===== src/rtl/sm4_keyex.sv =====
// sm4_keyex -- SM4 key-expansion engine.
// Expands a 128-bit master key into round keys rk0..rk31 at one round key per
// clock. The S-box is borrowed: o_sbox_din goes out, i_sbox_dout comes back
// combinationally in the same cycle.
// Build option: define SM4_KEYEX_RESTART_EN to let a start strobe that arrives
// during a running schedule restart it with the new key. Without the macro,
// such a strobe is ignored and the running schedule completes.
module sm4_keyex (
  input  logic          i_clk,
  input  logic          i_rst_n,
  input  logic [127:0]  i_key,
  input  logic          i_key_en,
  output logic [1023:0] o_keyex,
  output logic          o_keyex_en,
  output logic          o_busy,
  output logic [31:0]   o_sbox_din,
  input  logic [31:0]   i_sbox_dout
);

  typedef enum logic {
    S_IDLE = 1'b0,
    S_RUN  = 1'b1
  } state_e;

  localparam logic [127:0] FK = 128'hA3B1BAC6_56AA3350_677D9197_B27022DC;

`ifdef SM4_KEYEX_RESTART_EN
  localparam logic RESTART_EN = 1'b1;
`else
  localparam logic RESTART_EN = 1'b0;
`endif

  // K0 lives in [127:96] and K3 in [31:0], so one round is a single left shift.
  state_e          state_q, state_d;
  logic [127:0]    k_q, k_d;
  logic [4:0]      r_count_q, r_count_d;
  logic [1023:0]   keyex_q, keyex_d;
  logic            keyex_en_q, keyex_en_d;
  logic [31:0]     sbox_din;
  logic [31:0]     rk;

  // CK_i byte j = (4i + j) * 7 mod 256. Eight-bit arithmetic does the modulo.
  function automatic logic [31:0] ck_word(input logic [4:0] idx);
    logic [31:0] ck;
    logic [7:0]  n;
    ck = '0;
    for (int j = 0; j < 4; j++) begin
      n = {1'b0, idx, 2'(j)};
      ck[31-8*j -: 8] = n * 8'd7;
    end
    return ck;
  endfunction

  // Key-schedule linear transform L'(B) = B ^ (B <<< 13) ^ (B <<< 23).
  function automatic logic [31:0] l_prime(input logic [31:0] b);
    return b ^ {b[18:0], b[31:19]} ^ {b[8:0], b[31:9]};
  endfunction

  // Next-state logic: load on start, one round per RUN cycle.
  always_comb begin
    // NOTE: every signal written here gets a default first, so no path
    // through the case statement can leave one unassigned and infer a latch.
    state_d    = state_q;
    k_d        = k_q;
    r_count_d  = r_count_q;
    keyex_d    = keyex_q;
    keyex_en_d = 1'b0;
    sbox_din   = '0;
    rk         = k_q[127:96] ^ l_prime(i_sbox_dout);

    case (state_q)
      S_IDLE: begin
        if (i_key_en) begin
          state_d   = S_RUN;
          k_d       = i_key ^ FK;
          r_count_d = '0;
        end
      end

      S_RUN: begin
        sbox_din = k_q[95:64] ^ k_q[63:32] ^ k_q[31:0] ^ ck_word(r_count_q);
        if (RESTART_EN && i_key_en) begin
          // Abandon the current schedule; the aborted key never reports.
          k_d       = i_key ^ FK;
          r_count_d = '0;
        end else begin
          k_d       = {k_q[95:0], rk};
          keyex_d   = {keyex_q[991:0], rk};
          r_count_d = r_count_q + 5'd1;
          if (r_count_q == 5'd31) begin
            state_d    = S_IDLE;
            keyex_en_d = 1'b1;
          end
        end
      end

      default: state_d = S_IDLE;
    endcase
  end

  // State registers with synchronous active-low reset.
  always_ff @(posedge i_clk) begin
    // NOTE: sequential state uses non-blocking assignments so every register
    // samples the pre-edge values regardless of statement order.
    if (!i_rst_n) begin
      state_q    <= S_IDLE;
      k_q        <= '0;
      r_count_q  <= '0;
      keyex_q    <= '0;
      keyex_en_q <= 1'b0;
    end else begin
      state_q    <= state_d;
      k_q        <= k_d;
      r_count_q  <= r_count_d;
      keyex_q    <= keyex_d;
      keyex_en_q <= keyex_en_d;
    end
  end

  assign o_keyex    = keyex_q;
  assign o_keyex_en = keyex_en_q;
  assign o_busy     = (state_q == S_RUN);
  assign o_sbox_din = sbox_din;

endmodule


===== config.mk =====
export PLATFORM = sky130hd
export DESIGN_NAME = sm4_keyex
export DESIGN_NICKNAME = d
export VERILOG_FILES = /design/src/rtl/sm4_keyex.sv
export SDC_FILE = /design/constraint.sdc
export NUM_CORES = 2
export LEC_CHECK = 0
export BUFFER_PORTS_ARGS = -buffer_cell sky130_fd_sc_hd__buf_2
export CORE_AREA = 2 2 476 478
export CTS_CLUSTER_DIAMETER = 80
export CTS_CLUSTER_SIZE = 12
export DETAILED_ROUTE_END_ITERATION = 12
export DIE_AREA = 0 0 478 480
export GPL_TIMING_DRIVEN = 0
export HOLD_SLACK_MARGIN = 0.06
export SLEW_MARGIN = 15
export SYNTH_ARGS = -nofsm -noshare
export SYNTH_HDL_FRONTEND = slang
export SYNTH_SLANG_ARGS = --single-unit

===== constraint.sdc =====
create_clock -name i_clk -period 7.09 [get_ports i_clk]
set_clock_uncertainty 0.1 [all_clocks]
set_input_delay 0.709 -clock i_clk [delete_from_list [all_inputs] [get_ports i_clk]]
set_output_delay 0.709 -clock i_clk [all_outputs]
set_load 0.05 [all_outputs]

==> flow_summary_export.csv <==
group,metric,value,unit
run_status,status,"finished, final reports clean",
clock_tree,postCtsHoldBufs,4,
worst_hold_path,hold_path_class,"input port to flop",
logic_synthesis,async_flop_share,0,%
clock_tree,cts_buffers,114,
detailed_routing,vias,37200,
logic_synthesis,synth_top_area_share,49.8,%
logic_synthesis,synth_nets,4434,
logic_synthesis,synth.cell_area,46500,sq um
logic_synthesis,synth.area.top_cells,"dfxtp_1, mux2i_1, nor2b_1",
floorplanning,ios,1221,
detailed_routing,drt.antenna.violating_nets,0,
cells_and_area,fill_cells,23900,
cells_and_area,post-route-util,26.7,%
cells_and_area,num-nets-final,5772,
setup_path,arrival,3.62,ns
detailed_routing,firstDrtPassIters,7,
timing,finalSetupViolCount,0,
cells_and_area,drive_above_1_share,27.1,%
detailed_routing,drcViolationCount,0,
logic_synthesis,avgSynthCellArea,10.9,sq um
timing,rsz0062_at_grt,"false",
detailed_routing,wirelength,248,mm
setup_path,critical_path_class,"flop to primary output",
clock_tree,insertion_delay,0.80,ns
logic_synthesis,synth-seq-cells,1159,
placed_design,pre_cts_ws,3.13,ns
logic_synthesis,ys_types,31,
logic_synthesis,yosysWarnings,0,
detailed_routing,drt_iter0_drc,2561,
setup_path,end_kind,"primary output",
placed_design,portBuffers,1218,
cells_and_area,stdcell_area,59700,sq um
global_route,gr-total-overflow,0,
timing,finalCriticalPeriod,4.43,ns
pwr,peakVddDrop,0.239,mV
clock_tree,cts_tree,"yes",
cells_and_area,area_growth,28.4,%
floorplanning,die_area,229000,sq um
setup_path,cp.required,6.28,ns
floorplanning,std_cell_rows,174,
setup_path,startpoint_type,"flop",
logic_synthesis,synth_top_flop_cell,"dfxtp_1",
placed_design,place_area,56400,sq um
logic_synthesis,syn_inst,4252,
pwr,power,14.2,mW
timing,tightest_slew,1.27,ns
clock_tree,htreeDepth,3,
clock_tree,post_cts_buffers,0,
pwr,power_leakage,25.9,nW
placed_design,place_inst,8462,
detailed_routing,viasPerCell,4.31,
logic_synthesis,synth_edf_count,0,
floorplanning,start_util,20.8,%
global_route,grt_antenna_before_repair,23,
flow_run,cap_violations,0,
timing,hold_viol_final,0,
timing,period_share,62.5,%
pwr,powerDensity,238,nW/um^2
global_route,grt_pass1_vias,36300,
setup_path,cp_max_fo,8,
detailed_routing,wl_per_cell,28.7,microns
clock_tree,cts_sinks,1159,
logic_synthesis,ys_seq_area_share,49.8,%
clock_tree,cts_resized,0,
clock_tree,clk_pin_slew,0.07,ns
global_route,grt_max_degree,21,
clock_tree,cts_buffer_depth,3,
logic_synthesis,yosys.area.top_type,"dfxtp_1",
timing,slew_violations,0,
floorplanning,dieWidth,478,microns
floorplanning,die_h,480,microns
placed_design,place_hpwl,207,mm
timing,timing.final.ws_setup,2.66,ns
timing,slew_headroom,14.7,%
cells_and_area,final_cells,8628,
global_route,grtUsageTotal,20.6,%
timing,holdWs,0.168,ns
global_route,grt_pass1_wl,327,mm
clock_tree,cts-root-buf,"clkbuf_16",
timing,tns,0,ns
timing,clock.fmax,0.226,GHz
floorplanning,core_area,224000,sq um
placed_design,globalplace.congestion,0.965,
-- report_power, final --
group,switching (mW),internal (mW)
sequential,0.145,6.61
combinational,1.09,0.599
clock,2.80,2.98
total,4.03,10.2
-- Yosys cell counts, drive strengths merged, types with 14 or more instances --
cell type / instances
dfxtp: 1159
mux2i: 1056
nor2b: 1047
buf: 159
xnor2: 150
clkbuf: 140
nor2: 114
nand2: 90
a21oi: 78
a211oi: 50
o211a: 47
xor2: 47
a21boi: 28
o21ai: 20
o211ai: 14
-- cells in the final DEF (no fill, tap or decap), types with 6 or more instances in the layout --
master | netlist | routed
nor2b_1 | 1047 | 1047
o211ai_1 | 14 | 14
diode_2 | 0 | 18
xnor2_1 | 149 | 149
o211a_1 | 47 | 47
ha_1 | 11 | 11
clkbuf_1 | 140 | 142
fa_1 | 8 | 8
a21boi_0 | 28 | 28
a211oi_1 | 50 | 50
nor2_1 | 114 | 114
dfxtp_1 | 1159 | 1159
clkbuf_16 | 0 | 114
nor3_1 | 6 | 6
xor2_1 | 47 | 47
clkinv_16 | 0 | 7
o21ai_0 | 20 | 20
mux2i_1 | 1056 | 1056
buf_6 | 13 | 13
inv_1 | 10 | 10
a21oi_1 | 78 | 78
buf_4 | 60 | 60
nand2_1 | 90 | 90
buf_2 | 86 | 1304
-- sequential cells by signal (all words and copies together) (netlist names) --
register,count
o_busy,1
o_keyex_en,1
o_keyex,1024
r_count_q,5
k_q,128
-- worst paths after layout --
path	startpoint	to	slack (ns)	depth (start not counted)
setup reg to reg	o_busy$_SDFF_PN0_	o_keyex[1]$_SDFFE_PN0P_	4.41	5
setup / recovery	r_count_q[2]$_SDFFE_PN0P_	o_sbox_din[30]	2.66	8
hold reg to reg	o_keyex[27]$_SDFFE_PN0P_	o_keyex[27]$_SDFFE_PN0P_	0.39	2
hold / removal	i_key[27]	k_q[27]$_SDFFE_PN0P_	0.17	3
-- area by class of cell --
class | instances | area (sq um) | area share (%)
Clock inverter | 22 | 354 | 0.593
Antenna cell | 18 | 45.0 | 0.0754
Inverter | 10 | 37.5 | 0.0628
Timing Repair Buffer | 1222 | 6140 | 10.3
Multi-Input combinational cell | 2784 | 21800 | 36.4
Sequential cell | 1159 | 23200 | 38.8
Clock buffer | 122 | 2920 | 4.89
Tap cell | 2992 | 3740 | 6.27
Buffer | 299 | 1560 | 2.60
-- worst max-delay path, stage by stage (launching register included) --
cell and delay [ns]:
dfxtp_1 0.60, fa_1 0.59, ha_1 0.26, fa_1 0.42, xnor2_1 0.16, xnor2_1 0.22, xnor2_1 0.16, and2_1 0.15
buf_2 0.26
-- metal layers --
metal  global-route usage [%]  share of wire (%)  vias to the layer above
li1                         -                  -                    16900
met1                     26.4                 43                    18500
met2                     33.8                 46                     1609
met3                     5.67                8.3                      280
met4                     5.84                2.9                        0
met5                        0                  0                        -
-- kinds of logic after synthesis --
kind of cell	share of synthesized area, %
multiplexers	22.7
adder cells (fa/ha/maj)	0.640
flip-flops	49.8
AO/OA/AOI/OAI	3.73
buffers and inverters	3.42
AND/OR/NAND/NOR	15.9
XOR/XNOR	3.72
(Power assumes the default switching activity.)
